`src/rtl/ifetch.sv`:
```
// Instruction fetch stage: drives the instruction memory, holds the fetch PC and
// presents the instruction register, its PC and fetch/bubble statistics to decode.
module ifetch #(
  parameter logic [31:0] RESET_VECTOR = 32'h00000000,
  parameter logic [31:0] NOP_WORD     = 32'hE0000000
) (
  input  logic        clk,
  input  logic        reset,
  output logic [31:0] i_addr,
  output logic        i_req,
  input  logic        i_ready,
  input  logic [31:0] i_data,
  input  logic        hazard,
  input  logic        branch_taken,
  input  logic [31:0] branch_target,
  output logic [31:0] ir,
  output logic [3:0]  opcode,
  output logic [3:0]  opfunc,
  output logic [31:0] pc,
  output logic [31:0] pc_plus4,
  output logic [15:0] fetch_count,
  output logic [15:0] bubble_count
);

  localparam logic [1:0] BOOT = 2'd0;
  localparam logic [1:0] RUN  = 2'd1;
  localparam logic [1:0] WAIT = 2'd2;

  logic [1:0]  state_r, state_s;
  logic [31:0] fetch_pc_r, fetch_pc_s;
  logic [31:0] ir_r, ir_s;
  logic [31:0] pc_r, pc_s;
  logic [15:0] fetch_count_r, fetch_count_s;
  logic [15:0] bubble_count_r, bubble_count_s;
  logic        i_req_r;
  logic [1:0]  target_unused_s;

  // Word alignment discards the low target bits.
  assign target_unused_s = branch_target[1:0];

  function automatic logic [15:0] sat_inc(input logic [15:0] value);
    logic [15:0] result;
    if (value == 16'hFFFF) begin
      result = value;
    end else begin
      result = value + 16'd1;
    end
    return result;
  endfunction

  // Next-state selection: branch redirect beats hazard stall beats memory handshake.
  always_comb begin
    state_s        = state_r;
    fetch_pc_s     = fetch_pc_r;
    ir_s           = ir_r;
    pc_s           = pc_r;
    fetch_count_s  = fetch_count_r;
    bubble_count_s = bubble_count_r;
    if (branch_taken) begin
      fetch_pc_s     = {branch_target[31:2], 2'b00};
      ir_s           = NOP_WORD;
      bubble_count_s = sat_inc(bubble_count_r);
      state_s        = RUN;
    end else begin
      case (state_r)
        BOOT: begin
          ir_s    = NOP_WORD;
          state_s = RUN;
        end
        RUN, WAIT: begin
          if (hazard) begin
            state_s = state_r;
          end else if (i_ready) begin
            ir_s          = i_data;
            pc_s          = fetch_pc_r;
            fetch_pc_s    = fetch_pc_r + 32'd4;
            fetch_count_s = sat_inc(fetch_count_r);
            state_s       = RUN;
          end else begin
            ir_s           = NOP_WORD;
            bubble_count_s = sat_inc(bubble_count_r);
            state_s        = WAIT;
          end
        end
        default: begin
          ir_s    = NOP_WORD;
          state_s = BOOT;
        end
      endcase
    end
  end

  // State registers; i_req is registered from the next state so it tracks RUN/WAIT.
  always_ff @(posedge clk) begin
    if (reset) begin
      state_r        <= BOOT;
      fetch_pc_r     <= RESET_VECTOR;
      ir_r           <= NOP_WORD;
      pc_r           <= RESET_VECTOR;
      fetch_count_r  <= 16'd0;
      bubble_count_r <= 16'd0;
      i_req_r        <= 1'b0;
    end else begin
      state_r        <= state_s;
      fetch_pc_r     <= fetch_pc_s;
      ir_r           <= ir_s;
      pc_r           <= pc_s;
      fetch_count_r  <= fetch_count_s;
      bubble_count_r <= bubble_count_s;
      i_req_r        <= (state_s != BOOT);
    end
  end

  assign i_addr       = fetch_pc_r;
  assign i_req        = i_req_r;
  assign ir           = ir_r;
  assign pc           = pc_r;
  assign fetch_count  = fetch_count_r;
  assign bubble_count = bubble_count_r;
  assign opcode       = ir_r[31:28];
  assign opfunc       = ir_r[27:24];
  assign pc_plus4     = pc_r + 32'd4;

endmodule

```
`config.mk`:
```
export PLATFORM = sky130hd
export DESIGN_NAME = ifetch
export DESIGN_NICKNAME = d
export VERILOG_FILES = /design/src/rtl/ifetch.sv
export SDC_FILE = /design/constraint.sdc
export NUM_CORES = 1
export LEC_CHECK = 0
export BUFFER_PORTS_ARGS = -buffer_cell sky130_fd_sc_hd__buf_2
export CAP_MARGIN = 10
export CORE_MARGIN = 2
export CORE_UTILIZATION = 51
export CTS_BUF_LIST = sky130_fd_sc_hd__clkbuf_4
export CTS_CLUSTER_SIZE = 30
export DETAILED_ROUTE_END_ITERATION = 10
export GPL_TIMING_DRIVEN = 0
export PLACE_DENSITY = 0.85
export SLEW_MARGIN = 20
export SYNTH_ARGS = -nofsm -noshare
export SYNTH_HDL_FRONTEND = slang
export SYNTH_SLANG_ARGS = --single-unit
```
`constraint.sdc`:
```
create_clock -name clk -period 2.4 [get_ports clk]
set_input_delay 0.48 -clock clk [delete_from_list [all_inputs] [get_ports clk]]
set_output_delay 0.48 -clock clk [all_outputs]
set_load 0.05 [all_outputs]
```
-- Word level (Yosys, flattened, before mapping)
Index checks and enable logic that the tools add are counted.
- add/subtract/negate cells: 4
- equality and inequality tests: 6
- mux-type cells: 14
- bitwise gates (word level): 4
- reduce and logical (&&, ||, !) cells: 12
- operators with widths (operator ; number):
    32-bit 2-to-1 mux ; 5
    16-bit 2-to-1 mux ; 5
    32-bit by 3-bit adder with 32-bit output, second input constant ; 2
    16-bit by 1-bit adder with 16-bit output, second input constant ; 2
    16-bit == test, second input constant ; 2
    3-bit AND reduction ; 3
    2-bit 2-to-1 mux ; 3
    2-bit nonzero test ; 3
    5-bit AND reduction ; 1
    2-bit by 1-bit != test with 1-bit output, second input constant ; 2
    1-bit NOT ; 4
    2-bit case mux with 2 select lines ; 1
    4-bit AND reduction ; 1
    2-bit OR reduction ; 2
    3-bit OR reduction ; 1
    2-bit by 1-bit == test with 1-bit output, second input constant ; 1
    2-bit == test, second input constant ; 1
    2-bit zero test ; 1
- bits in registers: 131
- output and inout bits: 169

-- Longest topological paths before layout
- depth in word-level cells: 6
- gate-level depth with buffers: 9
- gate-level depth less buffers: 7

-- Worst setup path after synthesis
No wires, ideal clock.
- path type: reg2out
- start point: register pc_r[2] (netlist: pc[2])
- end point: output pc_plus4[26]
- data arrival time: 2.697 ns
- slack: -0.777 ns
- stages on the path, launching flop included: 7
- path buffers: 0
- cells stage by stage: dfxtp_1 -> ha_1 -> nand2_1 -> nor4_1 -> and2_1 -> nand4_1 -> xnor2_1
- word-level cells in the longest chain between the ends: 1
- ends and longest elaborated chain (what ; line ; source):
    from (decl) ; 32 ; logic [31:0] pc_r, pc_s;
    from (signal assigned) ; 107 ; pc_r <= pc_s;
    32-bit by 3-bit adder with 32-bit output ; 122 ; assign pc_plus4 = pc_r + 32'd4;
    to (decl) ; 20 ; output logic [31:0] pc_plus4,
No other way between the ends.

-- Worst setup path after layout
- start point: register pc_r[16] (netlist: pc[16])
- end point: output pc_plus4[29]
The elaborated chain is that of the path after synthesis.

==> results.sh <==
export IMPL_wire_per_inst_um=15.6
export IMPL_arrival_ns=2.23
export IMPL_endpoint_kind="primary output"
export IMPL_cp_slowest_stage_delay_ns=0.37
export IMPL_tritoncts="yes"
export IMPL_antenna_found_initial=3
export IMPL_synth_edf_count=0
export IMPL_die_area_mm2=0.0130
export IMPL_io_pins=238
export IMPL_grt_first_pass_wirelength_um=28900
export IMPL_area_growth_pct=41.1
export IMPL_synth_flop_cell="dfxtp_1"
export IMPL_status="finished with violations"
export IMPL_start_kind="register"
export IMPL_path_class="reg -> out"
export IMPL_period_share=1.13
export IMPL_grt_max_degree=17
export IMPL_final_cell_count_no_fill=1192
export IMPL_violations="negative setup slack"
export IMPL_cts_made_buffers=17
export IMPL_start_util=0.519
export IMPL_cp_max_fo=5
export IMPL_drt_iter0_drc=398
export IMPL_worst_slack_ns=-0.310
export IMPL_power_density_mw_per_mm2=498
export IMPL_hold_buffers=0
export IMPL_insertion_delay_ns=0.51
export IMPL_firstDrtPassIters=5
export IMPL_coreArea_mm2=0.0119
export IMPL_grt_pass1_vias=5800
export IMPL_hp_class="in -> reg"
export IMPL_ys_ff_latch=127
export IMPL_gp_congestion=0.880
export IMPL_tightest_slew_ns=0.635
export IMPL_synth_warnings=0
export IMPL_placed_cells=1125
export IMPL_cp_top_family="simple AND/OR/NAND/NOR gates"
export IMPL_synth_area_mm2=0.00618
export IMPL_seq_area_frac_synth=0.412
export IMPL_hold_slack_ns=0.162
export IMPL_grt_ovfl_total=0
export IMPL_via_count=6402
export IMPL_max_freq_mhz=369
export IMPL_synth_cell_types=49
export IMPL_ir_drop_uv=366
export IMPL_crit_buf_inv=1
export IMPL_slowest_stage="dfxtp_4"
export IMPL_dp_hpwl_um=12900
export IMPL_grtUsageTotal=0.276
export IMPL_h_tree_depth=4
export IMPL_clk_pin_slew_worst_paths_ns=0.13
export IMPL_crit_required_ns=1.92
export IMPL_final_min_clock_period_ns=2.71
export IMPL_async_reset_ff_frac=0
export IMPL_avgViaCountPerCell=5.37
export IMPL_nNetsFinal=1105
export IMPL_row_count=40
export IMPL_die_w_um=114
export IMPL_wl_um=18600
export IMPL_post_route_cell_area_mm2=0.00872
export IMPL_cap_violations=0
export IMPL_cp_common_cell="and4_4"
export IMPL_clkSinkCount=127
export IMPL_slew_viol_final=0
export IMPL_setup_viol=17
export IMPL_skew_ns=0.0178
export IMPL_cts_root_buf="clkbuf_4"
export IMPL_dpl_cell_area_mm2=0.00779
export IMPL_rsz0062_at_grt="true"
export IMPL_die_h_um=114
export IMPL_max_slew_margin_rel=0.577
export IMPL_layout_drive_gt1_share=0.386
export IMPL_syn_inst=745
export IMPL_hold_viol=0
export IMPL_leakage_nw=3.91
export IMPL_avgSynthCellArea_um2=8.29
export IMPL_drc=0
export IMPL_io_buffers=228
export IMPL_ant_nets=0
export IMPL_clockBufferDepth=2
export IMPL_path_cells="and4_4 > and4_4 > and3_4 > nand4_1 > xnor2_4 > buf_6"
[stage by stage]
step	total power [mW]	utilization	setup slack [ns]	setup TNS, ns
3_3_place_gp	2.88	0.654	-0.0824	-0.164
3_5_place_dp	2.89	0.654	-0.117	-0.242
6_report	4.34	0.732	-0.310	-3.06
5_1_grt	4.54	0.731	-0.471	-5.90
2_1_floorplan	2.70	-	-0.0200	-0.0200
4_1_cts	4.37	0.715	-0.370	-3.45
[Yosys cell counts (17+ instances only)]
master,n,area [µm²]
dfxtp_1,127,2540
nand2_1,95,357
nor2_1,84,315
xnor2_1,57,499
a21oi_1,54,270
nand3_1,34,170
clkbuf_1,31,116
a22oi_1,29,218
xor2_1,26,228
inv_1,25,93.8
nand4_1,22,138
o21a_1,18,135
buf_4,17,128
[final cells by class]
cell class | instances | area, µm²
Clock buffer | 17 | 128
Multi-Input combinational cell | 542 | 3710
Tap cell | 147 | 184
Clock inverter | 15 | 160
Fill cell | 920 | 3190
Sequential cell | 127 | 2620
Antenna cell | 2 | 5.00
Inverter | 25 | 93.8
Buffer | 55 | 279
Timing Repair Buffer | 262 | 1540
[metal layers]
layer / part of all wire / up-vias / global-route usage
li1: - / 3117 / -
met1: 0.41 / 2998 / 0.345
met2: 0.51 / 260 / 0.471
met3: 0.069 / 25 / 0.0704
met4: 0.013 / 2 / 0.0821
met5: 0.00070 / - / 0
[final timing paths]
kind	startpoint	to	slack, ns	cells past startpoint
max	pc[16]	pc_plus4[29]	-0.31	6
min	branch_target[29]	i_addr[29]	0.16	3
max reg2reg	state_r[0]	pc[13]	0.16	8
min reg2reg	i_addr[9]	pc[9]	0.48	2
[tightest hold or removal path, cell delays in order]
cell and delay [ns]:
buf_2 0.08, nand2_1 0.03, o21ai_0 0.06
[state kept, by name, indices dropped and copies added (netlist names)]
| signal | cells |
|---|---|
| bubble_count | 16 |
| i_addr | 30 |
| pc | 30 |
| fetch_count | 16 |
| ir | 32 |
| i_req | 1 |
| state_r | 2 |
[cells in the final DEF (no fill, tap or decap), types with 8 or more instances in the layout]
cell type	count
clkbuf_1	27
and2_1	9
xnor2_1	42
buf_4	51
buf_6	23
o21ai_0	11
xnor2_4	8
nand4_1	22
a22oi_1	29
nand3_1	26
o21a_1	18
dfxtp_4	17
dfxtp_1	102
a21oi_1	54
clkbuf_4	18
nand2_1	90
dfxtp_2	8
inv_1	25
buf_2	208
xor2_1	25
and4_1	9
and3_1	10
nor2_1	80
[where the power goes]
part,switching [mW],internal (mW),total (mW)
clock network,0.863,0.629,1.49
registers,0.0771,2.14,2.22
logic,0.434,0.198,0.632
[logic make-up (layout without fill, tap and decap cells)]
kind of cell,Yosys count,in the layout,share of synthesized area
multiplexers,9,9,0.0150
other,1,8,0.000607
flip-flops,127,127,0.412
AO/OA/AOI/OAI,132,132,0.138
AND/OR/NAND/NOR,306,306,0.245
buffers and inverters,81,374,0.0605
XOR/XNOR,83,83,0.118
adder cells (fa/ha/maj),6,6,0.0122
[repair_timing]
action | 4_1_cts | 5_1_grt
buffers inserted | 24 | 11
pin swaps | 15 | 17
endpoints found under the setup margin | 22 | 42
gates resized for setup | 74 | 38
Power figures use the tool's default switching activity.
